==> config.mk <==
export PLATFORM = sky130hd
export DESIGN_NAME = clkdiv_multi
export DESIGN_NICKNAME = d
export VERILOG_FILES = /design/src/rtl/clkdiv_pkg.sv /design/src/rtl/clkdiv_channel.sv /design/src/rtl/clkdiv_multi.sv
export SDC_FILE = /design/constraint.sdc
export NUM_CORES = 1
export LEC_CHECK = 0
export ABC_CLOCK_PERIOD_IN_PS = 3650
export BUFFER_PORTS_ARGS = -buffer_cell sky130_fd_sc_hd__buf_2
export CELL_PAD_IN_SITES_DETAIL_PLACEMENT = 0
export CELL_PAD_IN_SITES_GLOBAL_PLACEMENT = 2
export CORE_MARGIN = 4
export CORE_UTILIZATION = 41
export DETAILED_ROUTE_END_ITERATION = 10
export MAX_ROUTING_LAYER = met4
export PLACE_DENSITY = 0.91
export SYNTH_ARGS = -nofsm -noshare
export SYNTH_HDL_FRONTEND = slang
export SYNTH_HIERARCHICAL = 1
export SYNTH_SLANG_ARGS = --single-unit
==> constraint.sdc <==
create_clock -name clk -period 3.65 [get_ports clk]
set_clock_uncertainty 0.15 [all_clocks]
set_input_delay 0.365 -clock clk [delete_from_list [all_inputs] [get_ports clk]]
set_output_delay 0.365 -clock clk [all_outputs]
set_load 0.01 [all_outputs]
==> src/rtl/clkdiv_pkg.sv <==
// Shared constants, divisor type and half-period helper for the clkdiv_multi generator.
// Build option: CLKDIV_PHASE_ALIGN_EN (see clkdiv_multi).
package clkdiv_pkg;

    localparam int unsigned DEFAULT_DIV_C = 455;
    localparam int unsigned DIV_WIDTH_C   = 16;

    typedef logic [DIV_WIDTH_C-1:0] div_t;

    // High time of the divided clock: ceil(D/2), computed one bit wider than D
    // so that D = 2**width-1 cannot overflow.
    function automatic logic [32:0] half_period(input logic [31:0] d, input int unsigned width);
        logic [32:0] mask;
        logic [32:0] dx;
        mask = (33'd1 << width) - 33'd1;
        dx   = {1'b0, d} & mask;
        return (dx + 33'd1) >> 1;
    endfunction

endpackage

==> src/rtl/clkdiv_channel.sv <==
// One divider channel: counter, active and pending divisors, clock-enable pulse and
// registered near-50% divided clock. Divisor changes only take effect on a period boundary.
module clkdiv_channel
    import clkdiv_pkg::*;
#(
    parameter int unsigned WIDTH       = $bits(div_t),
    parameter int unsigned DEFAULT_DIV = DEFAULT_DIV_C
) (
    input  logic             clk,
    input  logic             rst,
    input  logic             run,
    input  logic             restart,
    input  logic             load,
    input  logic [WIDTH-1:0] div_in,
    output logic             pending,
    output logic             ce,
    output logic             clk_div
);

    logic [WIDTH-1:0] cnt;
    logic [WIDTH-1:0] d_act;
    logic [WIDTH-1:0] d_pend;
    logic [32:0]      h_full;
    logic             halted;
    logic             wrap;
    logic             idle;
    logic             apply;
    logic             below_half;

    always_comb begin
        h_full     = half_period(32'(d_act), WIDTH);
        halted     = (d_act == '0);
        wrap       = !halted && (cnt == d_act - WIDTH'(1));
        idle       = !run || restart || halted;
        // A pending divisor waits for the end of the running period unless the
        // channel is not producing a clock at all.
        apply      = pending && (idle || wrap);
        below_half = (33'(cnt) < h_full);
    end

    always_ff @(posedge clk or negedge rst) begin
        if (!rst) begin
            cnt     <= '0;
            d_act   <= WIDTH'(DEFAULT_DIV);
            d_pend  <= '0;
            pending <= 1'b0;
            ce      <= 1'b0;
            clk_div <= 1'b0;
        end else begin
            if (idle) begin
                cnt     <= '0;
                ce      <= 1'b0;
                clk_div <= 1'b0;
            end else begin
                cnt     <= wrap ? '0 : cnt + WIDTH'(1);
                ce      <= wrap;
                clk_div <= below_half;
            end
            if (apply) begin
                d_act <= d_pend;
                cnt   <= '0;
            end
            if (load) begin
                d_pend <= div_in;
            end
            // A load coinciding with an apply re-arms pending for the next boundary.
            pending <= load | (pending & ~apply);
        end
    end

endmodule

==> src/rtl/clkdiv_multi.sv <==
// Multi-channel programmable clock-enable / divided-clock generator gated by synchronised PLL lock.
// Define CLKDIV_PHASE_ALIGN_EN to add align_i, which restarts all channels in phase.
module clkdiv_multi
    import clkdiv_pkg::*;
#(
    parameter int unsigned CHANNELS    = 2,
    parameter int unsigned WIDTH       = $bits(div_t),
    parameter int unsigned DEFAULT_DIV = DEFAULT_DIV_C
) (
    input  logic                      clk,
    input  logic                      rst,
    input  logic                      lock_i,
`ifdef CLKDIV_PHASE_ALIGN_EN
    input  logic                      align_i,
`endif
    input  logic [CHANNELS*WIDTH-1:0] div_i,
    input  logic [CHANNELS-1:0]       div_load,
    output logic                      locked_o,
    output logic [CHANNELS-1:0]       pending_o,
    output logic [CHANNELS-1:0]       ce_o,
    output logic [CHANNELS-1:0]       clk_o
);

    logic lock_meta;
    logic lock_sync;
    logic restart;

    always_ff @(posedge clk or negedge rst) begin
        if (!rst) begin
            lock_meta <= 1'b0;
            lock_sync <= 1'b0;
        end else begin
            lock_meta <= lock_i;
            lock_sync <= lock_meta;
        end
    end

    assign locked_o = lock_sync;

`ifdef CLKDIV_PHASE_ALIGN_EN
    assign restart = lock_sync & align_i;
`else
    assign restart = 1'b0;
`endif

    for (genvar i = 0; i < CHANNELS; i++) begin : g_ch
        clkdiv_channel #(
            .WIDTH       (WIDTH),
            .DEFAULT_DIV (DEFAULT_DIV)
        ) u_ch (
            .clk     (clk),
            .rst     (rst),
            .run     (lock_sync),
            .restart (restart),
            .load    (div_load[i]),
            .div_in  (div_i[i*WIDTH +: WIDTH]),
            .pending (pending_o[i]),
            .ce      (ce_o[i]),
            .clk_div (clk_o[i])
        );
    end

endmodule
==> flow_summary.json <==
{
  "area_growth_pct": 9.70,
  "synth_edf_count": 0,
  "muxShareOfSynthArea_pct": 12.4,
  "layout.nets": 733,
  "start_kind": "register",
  "final_hold_viol_count": 11,
  "synth_cells": 638,
  "drt_wl_total_um": 14700,
  "slew-limit-headroom_pct": 39.9,
  "max_stage_delay_ns": 0.62,
  "async_reset_ff_share_pct": 100,
  "die_w_um": 136,
  "worstRegToRegCells": 9,
  "numCtsBuffers": 9,
  "yosys.area.top_type": "dfrtp_1",
  "clk_latency_ns": 0.35,
  "hold_ws_ns": -0.0284,
  "r2r-start": "g_ch[0].u_ch/d_act[0]",
  "rows": 46,
  "cts_resized": 0,
  "powerDensity_nw_per_um2": 431,
  "routedWlPerCell_um": 16.7,
  "synth_top_area_share_pct": 34.5,
  "ant_nets": 0,
  "core-area_um2": 15900,
  "grt_max_degree": 70,
  "drt_iter0_drc": 325,
  "grt_pass1_vias": 4812,
  "fillCellCount": 1532,
  "antenna_cells": 0,
  "setup_tns_ns": 0,
  "synth.area.top_cells": "dfrtp_1 (35%), mux2_2 (7.6%), ha_1 (6.8%)",
  "viasPerCell": 5.37,
  "drc": 0,
  "min_period_ns": 3.26,
  "synth_top_family_by_area": "simple AND/OR/NAND/NOR gates",
  "placed_cell_area_um2": 7010,
  "postSynthAreaPerCell_um2": 10.4,
  "ff2ff_setup_slack_ns": 0.39,
  "ys_ff_latch": 104,
  "clock-sinks": 104,
  "ys_seq_area_share_pct": 39.3,
  "syn_area_um2": 6670,
  "required_ns": 3.73,
  "path_clk_slew_ns": 0.07,
  "synth-warning-count": 6,
  "leakagePower_nw": 3.16,
  "grt_pass1_wl_um": 24800,
  "die-height_um": 136,
  "die_area_um2": 18400,
  "setup.worst_path.end_class": "register",
  "synth_simple_gate_area_share_pct": 19.1,
  "rsz0062_at_grt": "false",
  "worst_pin_slew_ns": 0.902,
  "io_pins": 44,
  "track_usage_pct": 17.5,
  "final_cell_area_um2": 7310,
  "portBuffers": 43,
  "hpwl_um": 11100,
  "status": "complete, but fails checks",
  "synthDistinctLibCells": 56,
  "dominantRegCellSynth": "dfrtp_1",
  "max_freq_mhz": 307,
  "setup_viol": 0,
  "min_path_type": "in -> async",
  "drive_gt1_share_pct": 23.6,
  "antenna_found_initial": 0,
  "violations": "negative hold slack",
  "via_count": 4731,
  "crit_path_cell_trace": "inv_1, ha_1, nor2b_1, or3_1, a31oi_1, o2111ai_1, nor4b_4, o21ai_4, mux2_4",
  "dr.pass1.iters": 5,
  "ir_worst_vdd_mv": 0.296,
  "report.final.slew_viol_count": 0,
  "clock_path_buffers": 2,
  "crit_path_top_delay_cell": "dfstp_2",
  "start_util_pct": 42.0,
  "maxCapViolCount": 0,
  "h-tree-depth": 3,
  "cts_root_buf": "clkbuf_16",
  "place.gp.congestion": 0.871,
  "cts_setup_buffers": 0,
  "synth_fa_ha_area_share_pct": 6.76,
  "crit_arrival_ns": 3.34,
  "crit_type": "reg -> reg",
  "synth_xor_area_share_pct": 12.2,
  "cp_max_fo": 16,
  "ctsHoldBuffers": 1,
  "cts_tree": "built",
  "rr_endpoint": "g_ch[0].u_ch/d_act[13]",
  "min_period_over_period_pct": 89.3,
  "grt_overflow": 0,
  "synth_compound_area_share_pct": 6.68
}
## layout make-up
class / count / area [um^2] / area share, %
Clock buffer: 12 / 256 / 3.51
Sequential cell: 104 / 2620 / 35.8
Multi-Input combinational cell: 484 / 3810 / 52.2
Tap cell: 216 / 270 / 3.70
Clock inverter: 4 / 35.0 / 0.479
Timing Repair Buffer: 48 / 270 / 3.70
Inverter: 13 / 48.8 / 0.667
## where the power goes
group / leakage, nW / switching [mW] / internal, mW
combinational: 1.74 / 0.323 / 0.366
sequential: 1.28 / 0.241 / 1.28
clock: 0.144 / 0.429 / 0.509
total: 3.16 / 0.994 / 2.16
## worst max-delay path, delay by kind of cell (launching register included)
family,cells,cell delay (ns)
multiplexers,1,0.35
flip-flops,1,0.62
AND/OR/NAND/NOR,3,0.98
buffers and inverters,1,0.06
AO/OA/AOI/OAI,3,0.70
adder cells (fa/ha/maj),1,0.26
## worst max path at each step
stage / startpoint / to / slack, ns / depth (start not counted)
floorplan: g_ch[0].u_ch/d_act[0] / g_ch[0].u_ch/d_act[10] / 0.62 / 11
global placement: g_ch[0].u_ch/d_act[0] / g_ch[0].u_ch/d_act[11] / 0.41 / 9
detailed placement: g_ch[0].u_ch/d_act[0] / g_ch[0].u_ch/d_act[10] / 0.38 / 9
CTS: g_ch[0].u_ch/d_act[0] / g_ch[0].u_ch/d_act[13] / 0.36 / 9
global route: g_ch[0].u_ch/d_act[0] / g_ch[0].u_ch/clk_div / 0.10 / 11
finish: g_ch[0].u_ch/d_act[0] / g_ch[0].u_ch/d_act[13] / 0.39 / 9
## sequential cells by signal, indices dropped and copies added (netlist names)
name,cells
g_ch.u_ch/cnt,32
g_ch.u_ch/d_act,32
g_ch.u_ch/d_pend,32
g_ch.u_ch/ce,2
g_ch.u_ch/clk_div,2
g_ch.u_ch/pending,2
lock_meta,1
locked_o,1
## synth_stat cells (all sizes together) (3+ instances only)
cell    number
a21o        13
a21oi       10
a31oi        8
and2         3
and3        17
buf         18
clkbuf      20
dfrtp       92
dfstp       12
ha          36
inv         13
mux2        65
nand2       25
nand2b       4
nand3       33
nand4       21
nor2        54
nor2b       10
nor3        22
nor4        14
nor4b        3
o21ai       13
or2          4
or3          4
xnor2       51
xor2        42
## layout by cell type, fill, tap and decap left out, types with 12 or more instances in the layout
cell type,count
dfrtp_1,92
nor2_1,54
xnor2_1,51
mux2_2,45
xor2_1,42
buf_2,42
ha_1,36
nand3_1,33
nand2_1,25
nand4_1,21
nor3_1,21
mux2_4,20
and3_1,17
inv_1,13
a21o_1,13
dfstp_2,12
## per-stage QoR
| step | setup slack, ns | std cells | power, mW | utilization, % | hold slack (ns) |
|---|---|---|---|---|---|
| after floorplan | 0.624 | 639 | 2.05 | - | -0.0806 |
| after global placement | 0.408 | 864 | 2.21 | 44.1 | 0.187 |
| after detailed placement | 0.382 | 864 | 2.23 | 44.1 | 0.192 |
| after CTS | 0.357 | 881 | 3.19 | 46.0 | 0.0238 |
| after global routing | 0.105 | 881 | 3.34 | 46.0 | 0.0732 |
| final | 0.391 | 881 | 3.15 | 46.0 | -0.0284 |
## layer usage
layer	GRT usage [%]	up-vias	part of all wire, %
met5	-	-	0
met4	5.54	0	1.5
met3	2.56	15	3.5
met2	26.5	102	47
met1	24.4	2312	48
li1	-	2302	-
## cells by family after synthesis
kind of cell             Yosys count
XOR/XNOR                          93
AND/OR/NAND/NOR                  225
other                              1
AO/OA/AOI/OAI                     61
multiplexers                      67
buffers and inverters             51
adder cells (fa/ha/maj)           36
flip-flops                       104
Power figures use the tool's default switching activity.
